$ cat src/rtl/mem_arbiter.sv
// rtl/mem_arbiter.sv - data-over-fetch fixed-priority arbiter for one shared multi-cycle memory bus
// Optional ack-wait timeout abort is enabled by defining ARB_TIMEOUT_EN.
module mem_arbiter #(
    parameter int ADDR_W  = 32,
    parameter int DATA_W  = 32,
    parameter int TIMEOUT = 255
) (
    input  logic              clk,
    input  logic              rst,
    input  logic              inst_ce_i,
    input  logic [ADDR_W-1:0] inst_addr_i,
    output logic [DATA_W-1:0] inst_data_o,
    output logic              inst_ready_o,
    input  logic              data_ce_i,
    input  logic              data_we_i,
    input  logic [3:0]        data_sel_i,
    input  logic [ADDR_W-1:0] data_addr_i,
    input  logic [DATA_W-1:0] data_wdata_i,
    output logic [DATA_W-1:0] data_rdata_o,
    output logic              data_ready_o,
    output logic              bus_req_o,
    output logic              bus_we_o,
    output logic [3:0]        bus_sel_o,
    output logic [ADDR_W-1:0] bus_addr_o,
    output logic [DATA_W-1:0] bus_wdata_o,
    input  logic [DATA_W-1:0] bus_rdata_i,
    input  logic              bus_ack_i,
    output logic              bus_err_o
);

    typedef enum logic [1:0] {
        IDLE      = 2'd0,
        INST_BUSY = 2'd1,
        DATA_BUSY = 2'd2
    } state_t;

    state_t            state_q, state_d;
    logic              bus_req_q, bus_req_d;
    logic              bus_we_q, bus_we_d;
    logic [3:0]        bus_sel_q, bus_sel_d;
    logic [ADDR_W-1:0] bus_addr_q, bus_addr_d;
    logic [DATA_W-1:0] bus_wdata_q, bus_wdata_d;
    logic [DATA_W-1:0] inst_data_q, inst_data_d;
    logic [DATA_W-1:0] data_rdata_q, data_rdata_d;
    logic              inst_done_q, inst_done_d;
    logic              data_done_q, data_done_d;
    logic              timeout_hit;

`ifdef ARB_TIMEOUT_EN
    localparam int CNT_W = ($clog2(TIMEOUT) > 8) ? $clog2(TIMEOUT) : 8;

    logic [CNT_W-1:0] wait_cnt_q, wait_cnt_d;
    logic             bus_err_q, bus_err_d;

    // The counter is cleared in IDLE, so every transaction starts its wait budget from zero.
    always_comb begin
        wait_cnt_d  = (state_q == IDLE) ? '0 : wait_cnt_q + 1'b1;
        timeout_hit = (state_q != IDLE) && !bus_ack_i && (wait_cnt_q == CNT_W'(TIMEOUT - 1));
        bus_err_d   = bus_err_q | timeout_hit;
    end

    always_ff @(posedge clk or posedge rst) begin
        if (rst) begin
            wait_cnt_q <= '0;
            bus_err_q  <= 1'b0;
        end else begin
            wait_cnt_q <= wait_cnt_d;
            bus_err_q  <= bus_err_d;
        end
    end

    assign bus_err_o = bus_err_q;
`else
    logic unused_timeout;

    assign unused_timeout = ^TIMEOUT;
    assign timeout_hit    = 1'b0;
    assign bus_err_o      = 1'b0;
`endif

    always_comb begin
        state_d      = state_q;
        bus_req_d    = bus_req_q;
        bus_we_d     = bus_we_q;
        bus_sel_d    = bus_sel_q;
        bus_addr_d   = bus_addr_q;
        bus_wdata_d  = bus_wdata_q;
        inst_data_d  = inst_data_q;
        data_rdata_d = data_rdata_q;
        inst_done_d  = 1'b0;
        data_done_d  = 1'b0;
        case (state_q)
            IDLE: begin
                if (data_ce_i) begin
                    bus_addr_d  = data_addr_i;
                    bus_we_d    = data_we_i;
                    bus_sel_d   = data_sel_i;
                    bus_wdata_d = data_wdata_i;
                    bus_req_d   = 1'b1;
                    state_d     = DATA_BUSY;
                end else if (inst_ce_i) begin
                    bus_addr_d = inst_addr_i;
                    bus_we_d   = 1'b0;
                    bus_sel_d  = 4'hF;
                    bus_req_d  = 1'b1;
                    state_d    = INST_BUSY;
                end
            end
            INST_BUSY, DATA_BUSY: begin
                if (bus_ack_i) begin
                    bus_req_d = 1'b0;
                    state_d   = IDLE;
                    if (state_q == DATA_BUSY) begin
                        data_done_d = 1'b1;
                        if (!bus_we_q) data_rdata_d = bus_rdata_i;
                    end else if (inst_ce_i && (inst_addr_i == bus_addr_q)) begin
                        // A redirected or withdrawn fetch is dropped; IDLE re-issues the new address.
                        inst_done_d = 1'b1;
                        inst_data_d = bus_rdata_i;
                    end
                end else if (timeout_hit) begin
                    bus_req_d = 1'b0;
                    state_d   = IDLE;
                    if (state_q == DATA_BUSY) begin
                        data_done_d  = 1'b1;
                        data_rdata_d = '0;
                    end else begin
                        inst_done_d = 1'b1;
                        inst_data_d = '0;
                    end
                end
            end
            default: begin
                bus_req_d = 1'b0;
                state_d   = IDLE;
            end
        endcase
    end

    always_ff @(posedge clk or posedge rst) begin
        if (rst) begin
            state_q      <= IDLE;
            bus_req_q    <= 1'b0;
            bus_we_q     <= 1'b0;
            bus_sel_q    <= 4'h0;
            bus_addr_q   <= '0;
            bus_wdata_q  <= '0;
            inst_data_q  <= '0;
            data_rdata_q <= '0;
            inst_done_q  <= 1'b0;
            data_done_q  <= 1'b0;
        end else begin
            state_q      <= state_d;
            bus_req_q    <= bus_req_d;
            bus_we_q     <= bus_we_d;
            bus_sel_q    <= bus_sel_d;
            bus_addr_q   <= bus_addr_d;
            bus_wdata_q  <= bus_wdata_d;
            inst_data_q  <= inst_data_d;
            data_rdata_q <= data_rdata_d;
            inst_done_q  <= inst_done_d;
            data_done_q  <= data_done_d;
        end
    end

    // An idle port with no request must read as ready so the pipeline never stalls on nothing.
    assign inst_ready_o = ((state_q == IDLE) && !inst_ce_i) ||
                          (inst_done_q && (bus_addr_q == inst_addr_i));
    assign data_ready_o = ((state_q == IDLE) && !data_ce_i) || data_done_q;

    assign inst_data_o  = inst_data_q;
    assign data_rdata_o = data_rdata_q;
    assign bus_req_o    = bus_req_q;
    assign bus_we_o     = bus_we_q;
    assign bus_sel_o    = bus_sel_q;
    assign bus_addr_o   = bus_addr_q;
    assign bus_wdata_o  = bus_wdata_q;

endmodule

$ cat config.mk
export PLATFORM = sky130hd
export DESIGN_NAME = mem_arbiter
export DESIGN_NICKNAME = d
export VERILOG_FILES = /design/src/rtl/mem_arbiter.sv
export SDC_FILE = /design/constraint.sdc
export NUM_CORES = 1
export LEC_CHECK = 0
export CAP_MARGIN = 20
export CORE_MARGIN = 2
export CORE_UTILIZATION = 44
export DETAILED_ROUTE_END_ITERATION = 7
export PLACE_DENSITY = 0.86
export SETUP_SLACK_MARGIN = 0.15
export SLEW_MARGIN = 15
export SYNTH_ARGS = -nofsm -noshare
export SYNTH_HDL_FRONTEND = slang
export SYNTH_SLANG_ARGS = --single-unit
export TNS_END_PERCENT = 100
$ cat constraint.sdc
create_clock -name clk -period 6.37 [get_ports clk]
set_clock_uncertainty 0.05 [all_clocks]
set_input_delay 0.637 -clock clk [delete_from_list [all_inputs] [get_ports clk]]
set_output_delay 0.637 -clock clk [all_outputs]
set_load 0.05 [all_outputs]
After elaboration in Yosys (flattened, before gate mapping)

Cells that the tools add are included.

Register bits: 138

Equal/unequal tests: 6
Mux-type cells: 21
Bitwise logic cells: 2
Reduce and logical (&&, ||, !) cells: 16

Operator list:

| operator             | number |
|---|---|
| $eq A32 B32 Y1       | 2 |
| $mux W32             | 2 |
| $mux W1              | 12 |
| $mux W4              | 2 |
| $reduce_and A4 Y1    | 2 |
| $mux W2              | 3 |
| $reduce_and A2 Y1    | 3 |
| $logic_and A1 B1 Y1  | 4 |
| $pmux W2 S2          | 1 |
| $ne A3 B3 Y1 const B | 1 |
| $eq A2 B1 Y1 const B | 1 |
| $eq A2 B2 Y1 const B | 1 |
| $logic_not A1 Y1     | 2 |
| $logic_not A2 Y1     | 1 |
| $logic_or A1 B1 Y1   | 2 |
| $ne A2 B2 Y1 const B | 1 |
| $not A1 Y1           | 2 |
| $pmux W1 S2          | 1 |
| $reduce_bool A2 Y1   | 1 |
| $reduce_or A2 Y1     | 1 |

Logic depth before layout (Yosys ltp)

Gate-level depths: netlist of run 1.

Depth in word-level cells: 6
Gate-level depth with buffers: 8
Mapped depth without buffers: 7

Worst setup path before layout of run 1

Ideal clock, no wire load.

Kind: in2out
Start: input inst_addr_i[13]
End: output inst_ready_o
Arrival time: 1.899 ns
Data required time: 5.683 ns
Setup slack: 3.784 ns
Cell stages on the path: 5
Path buffers: 0
Cells stage by stage: xor2_1 nor4_1 nand4_1 nor3_1 a22o_1

Longest elaborated chain between the ends: 3

Ends and longest elaborated chain:

| item                | RTL line | RTL |
|---|---|---|
| start, declared     | 11       | `input logic [ADDR_W-1:0] inst_addr_i,` |
| $eq A32 B32 Y1      | 168      | `(inst_done_q && (bus_addr_q == inst_addr_i));` |
| $logic_and A1 B1 Y1 | 168      |  |
| $logic_or A1 B1 Y1  | 167      | `assign inst_ready_o = ((state_q == IDLE) && !inst_ce_i) \|\|` |
| end, declared       | 13       | `output logic inst_ready_o,` |

Every way passes these cells.

Worst setup path in the final report of run 1

Start: input inst_addr_i[20]
End: output inst_ready_o

The elaborated chain is that of the path after synthesis.

==> impl_metrics.json, run 1 <==
{
  "status": "finished, final reports clean",
  "syn-num-nets": 571,
  "fin_hold_ws_ns": 0.440,
  "io_pins": 275,
  "fin_ws_ns": 2.48,
  "rsz0062_at_grt": "false",
  "clock_latency_ns": 0.41,
  "core_area_um2": 13100,
  "rows": 42,
  "first_global_vias": 4866,
  "ys.flop_type": "dfrtp_1",
  "drive_gt1_frac": 0.182,
  "root_buffer": "clkbuf_16",
  "setup_tns_ns": 0,
  "yosysUniqueCellTypes": 28,
  "reg2reg_slack_ns": 3.73,
  "setup_viol_count_final": 0,
  "synthTopCellsByArea": "dfrtp_1, mux2_2, mux2i_1",
  "ys_top_cells_by_count": "dfrtp_1, mux2_2, nand2_1, o21ai_0",
  "grtUsageTotal": 0.230,
  "grt_max_degree": 85,
  "synth-seq-cells": 138,
  "path_max_fanout": 2,
  "final_nets": 847,
  "finalPower_w": 0.00500,
  "clock.fmax_mhz": 257,
  "worstMarginPinSlew_ns": 0.762,
  "reg2reg_depth": 6,
  "end_kind": "output port",
  "netlist_area_um2": 5830,
  "cts_tree": "done",
  "min-delay-start": "bus_sel_o[2]$_DFFE_PP0P_",
  "cap_violations": 0,
  "path_class": "input pin to output port",
  "postRouteAntennaNets": 0,
  "synthArstFlopShare": 1.00,
  "power_density_nw_per_um2": 538,
  "post_cts_buffers": 0,
  "syn_inst": 430,
  "drc": 0,
  "cts_resized": 0,
  "area_growth_pct": 59.6,
  "drt_wl_total_um": 15900,
  "syn_avg_cell_area_um2": 13.6,
  "port_buffers": 273,
  "holdPathEnd": "bus_sel_o[2]$_DFFE_PP0P_",
  "cts_hold_buf": 0,
  "pre_cts_slack_ns": 2.54,
  "drt_iter0_markers": 178,
  "yosysMostFrequentCell": "dfrtp_1",
  "reg2reg_to": "inst_data_o[21]$_DFFE_PP0P_",
  "start_kind": "input pin",
  "place_hpwl_um": 11700,
  "worstReg2RegStart": "bus_addr_o[17]$_DFFE_PP0P_",
  "synth.top_cell.area_share": 0.592,
  "clock_sinks": 138,
  "synth-seq-area-share": 0.592,
  "die-area_um2": 14200,
  "gp_congestion": 0.869,
  "drt-pass1-iter-count": 4,
  "critical_path_arrival_ns": 3.20,
  "via_per_inst": 4.95,
  "numCtsBuffers": 17,
  "start_util": 0.446,
  "wl_per_cell_um": 17.8,
  "peakVddDrop_v": 0.000272,
  "min_path_cells": 1,
  "placed_area_um2": 8730,
  "clockBufferDepth": 2,
  "die_h_um": 119,
  "maxSlewHeadroom": 0.492,
  "drv_slew": 0,
  "synth_edf_count": 0,
  "yosysTopAreaCell": "dfrtp_1",
  "clk_pin_slew_ns": 0.06,
  "grt_pass1_wl_um": 25200,
  "fin_crit_ns": 3.89,
  "stdcell_area_um2": 9300,
  "leakage_nw": 4.08,
  "finalCritPeriodShare": 0.611,
  "gr-total-overflow": 0,
  "antenna_cells": 0,
  "final_hold_viol_count": 0,
  "via_count": 4429,
  "synth_warnings": 0,
  "dieWidth_um": 119,
  "holdCritPathClass": "flip-flop to flip-flop",
  "antenna_found_initial": 0,
  "worstPathRequired_ns": 5.68,
  "nFillCells": 904,
  "htreeDepth": 4
}
[registers in the layout (all words and copies together) (netlist names)]
signal / count
data_done_q: 1
bus_addr_o: 32
inst_data_o: 32
data_rdata_o: 32
bus_wdata_o: 32
bus_sel_o: 4
inst_done_q: 1
bus_we_o: 1
bus_req_o: 1
state_q: 2
[layout make-up]
cell class                 count  area (um^2)  share of cell area
clock buffer                  24          482              0.0518
clock inverter                 7         91.3             0.00982
inverter                       4         20.0             0.00215
multi-input combinational    266         2260               0.243
sequential                   138         3450               0.371
tap                          176          220              0.0237
timing repair buffer         279         2770               0.298
[metal layers]
layer	global-route usage	wire length, um	part of all wire	vias to the layer above
li1	-	-	-	2057
met1	0.256	6090	0.38	2143
met2	0.398	8030	0.51	191
met3	0.0757	1290	0.081	38
met4	0.106	491	0.031	0
met5	0	0	0	-
[cells by family (layout without fill, tap and decap cells)]
kind of cell | count (synthesis) | count (layout) | share of synthesized area
AO/OA/AOI/OAI | 44 | 44 | 0.0425
XOR/XNOR | 32 | 32 | 0.0481
multiplexers | 128 | 128 | 0.240
buffers and inverters | 26 | 314 | 0.0212
other | 1 | 1 | 0.000643
flip-flops | 138 | 138 | 0.592
AND/OR/NAND/NOR | 58 | 58 | 0.0485
adder cells (fa/ha/maj) | 3 | 3 | 0.00644
[where the power goes]
part	switching (W)	leakage, nW	internal (W)
Combinational	0.00168	2.08	0.000943
Sequential	0.000219	1.71	0.00121
Clock	0.000345	0.280	0.000604
Total	0.00225	4.08	0.00276
[cell usage in the layout (no fill, tap or decap), drive strengths merged, types with 2 or more instances in the layout]
master	Yosys	layout
clkdlybuf4s50	0	272
dfrtp	138	138
mux2	96	96
nand2	37	37
o21ai	35	35
xor2	32	32
mux2i	32	32
clkbuf	14	24
nor4	9	9
buf	8	7
o22a	5	5
inv	4	4
clkinv	0	4
nand2b	3	3
ha	3	3
nor2	2	2
nor2b	2	2
a21oi	2	2
bufinv	0	2
[worst max-delay path: stages]
cell and delay, ns:
clkdlybuf4s50_1 0.45, xor2_1 0.18, nor4_1 0.41, nand4_1 0.30, nor3_1 0.26, a22o_1 0.16
clkdlybuf4s50_1 0.81
[stage by stage]
stage / instances / util
final: 894 / 0.711
after global placement: 863 / 0.667
after CTS: 894 / 0.711
after global routing: 894 / 0.711
after detailed placement: 863 / 0.667
after floorplan: 430 / -
[worst max-delay path by stage]
| stage | from | to | slack [ns] | cells after the start |
|---|---|---|---|---|
| 6_report | inst_addr_i[20] | inst_ready_o | 2.48 | 7 |
| 3_5_place_dp | inst_addr_i[18] | inst_ready_o | 2.54 | 7 |
| 5_1_grt | inst_addr_i[13] | inst_ready_o | 2.30 | 7 |
| 4_1_cts | inst_addr_i[20] | inst_ready_o | 2.44 | 7 |
| 2_1_floorplan | rst | bus_addr_o[0]$_DFFE_PP0P_ | 1.99 | 1 |
| 3_3_place_gp | inst_addr_i[18] | inst_ready_o | 2.52 | 7 |
No activity file was read; power rests on OpenSTA's default activity.
==> run 2: changes to the inputs <==
- CORE_UTILIZATION: 44 -> 41
- PLACE_DENSITY: 0.86 -> 0.81
- clock period: 6.37 -> 4 ns (I/O delays scaled with it)
==> impl_metrics.json, run 2 (same netlist as run 1, synthesis figures left out) <==
{
  "drc": 0,
  "cts_hold_buf": 0,
  "gr-total-overflow": 0,
  "grt_pass1_wl_um": 24000,
  "via_count": 4381,
  "cap_violations": 0,
  "postRouteAntennaNets": 0,
  "drive_gt1_frac": 0.184,
  "holdCritPathClass": "input pin to asynchronous set/reset pin",
  "clock_sinks": 138,
  "path_class": "input pin to output port",
  "final_cell_mix": "clkdlybuf4s50_1, dfrtp_1, mux2_2",
  "final_hold_viol_count": 0,
  "place_hpwl_um": 11900,
  "setup_viol_count_final": 0,
  "worst_path_most_repeated_cell": "clkdlybuf4s50_1",
  "status": "finished, final reports clean",
  "nFillCells": 1019,
  "dieWidth_um": 123,
  "first_global_vias": 4752,
  "antenna_found_initial": 0,
  "fin_crit_ns": 3.37,
  "io_pins": 275,
  "worstPathRequired_ns": 3.55,
  "max_stage_delay_ns": 0.81,
  "cts_resized": 0,
  "start_kind": "input pin",
  "wl_per_cell_um": 17.6,
  "use_met3": 0.0863,
  "gp_congestion": 0.858,
  "drv_slew": 0,
  "antenna_cells": 0,
  "finalCritPeriodShare": 0.844,
  "cp_slowest_cell": "clkdlybuf4s50_1",
  "finalPower_w": 0.00792,
  "use_met2": 0.361,
  "setup_tns_ns": 0,
  "htreeDepth": 4,
  "die-area_um2": 15200,
  "start_util": 0.420,
  "clockBufferDepth": 2,
  "rows": 43,
  "grt_max_degree": 81,
  "dp.cells": 868,
  "drt-pass1-iter-count": 4,
  "maxSlewHeadroom": 0.529,
  "die_h_um": 123,
  "path_max_fanout": 2,
  "final_nets": 848,
  "core_area_um2": 13900,
  "root_buffer": "clkbuf_16",
  "area_growth_pct": 59.6,
  "top_usage_layer": "met2",
  "power_density_nw_per_um2": 851,
  "port_buffers": 273,
  "rsz0062_at_grt": "false",
  "via_per_inst": 4.87,
  "clock.fmax_mhz": 296,
  "cts_tree": "done",
  "post_cts_buffers": 0,
  "grtUsageTotal": 0.209,
  "final_common_cell": "clkdlybuf4s50_1",
  "grtUsageMet1": 0.227,
  "leakage_nw": 4.08,
  "end_kind": "output port",
  "critical_path_arrival_ns": 2.92,
  "worstMarginPinSlew_ns": 0.705,
  "crit_chain": "clkdlybuf4s50_1 -> xor2_1 -> nor4_1 -> nand4_1 -> nor3_1 -> a22o_1 -> clkdlybuf4s50_1",
  "numCtsBuffers": 17,
  "peakVddDrop_v": 0.000560,
  "drt_iter0_markers": 170,
  "multiInputGateArea_um2": 2260,
  "finalNonFillerCells": 899,
  "drt_wl_total_um": 15800,
  "regArea_um2": 3450,
  "clk_pin_slew_ns": 0.05,
  "clock_latency_ns": 0.41
}
==> run 2: area by class of cell <==
| type | count | share of cell area |
|---|---|---|
| flip-flops and latches | 138 | 0.371 |
| well taps | 180 | 0.0242 |
| clock inverters | 9 | 0.0106 |
| multi-input cells | 266 | 0.243 |
| repair buffers | 280 | 0.300 |
| clock buffers | 22 | 0.0488 |
| inverters | 4 | 0.00202 |
==> run 2: metal layers <==
layer | wire length (um) | part of all wire | vias up
li1 | - | - | 2061
met1 | 6000 | 0.38 | 2113
met2 | 7980 | 0.50 | 177
met3 | 1460 | 0.092 | 30
met4 | 382 | 0.024 | 0
met5 | 0 | 0 | -
==> run 2: worst max-delay path, delay by kind of cell <==
kind / cells / cell delay (ns)
buffers and inverters: 2 / 1.25
AND/OR/NAND/NOR: 3 / 0.94
AO/OA/AOI/OAI: 1 / 0.15
XOR/XNOR: 1 / 0.17
==> run 2: final timing paths <==
path,startpoint,to,slack (ns),cells past startpoint
max,inst_addr_i[20],inst_ready_o,0.63,7
max in group asynchronous,rst,bus_addr_o[1]$_DFFE_PP0P_,2.67,3
max reg2reg,bus_addr_o[17]$_DFFE_PP0P_,inst_data_o[14]$_DFFE_PP0P_,1.39,6
min in group clk,data_ce_i,bus_we_o$_DFFE_PP0P_,0.43,2
min reg2reg,inst_data_o[26]$_DFFE_PP0P_,inst_data_o[26]$_DFFE_PP0P_,0.43,1
min,rst,bus_req_o$_DFFE_PP0P_,0.39,2
==> run 2: metrics by stage <==
stage	instance area [um^2]	hold WS, ns	utilization	setup slack (ns)
2_1_floorplan	5830	0.441	-	1.58
3_3_place_gp	8750	0.419	0.631	0.645
3_5_place_dp	8750	0.424	0.631	0.641
4_1_cts	9310	0.390	0.671	0.560
5_1_grt	9310	0.413	0.671	0.533
6_report	9310	0.388	0.671	0.626
==> run 2: where the power goes <==
group / internal [W] / total, W / switching [W]
clock network: 0.000924 / 0.00148 / 0.000553
registers: 0.00193 / 0.00227 / 0.000337
logic: 0.00150 / 0.00417 / 0.00267
total: 0.00436 / 0.00792 / 0.00356
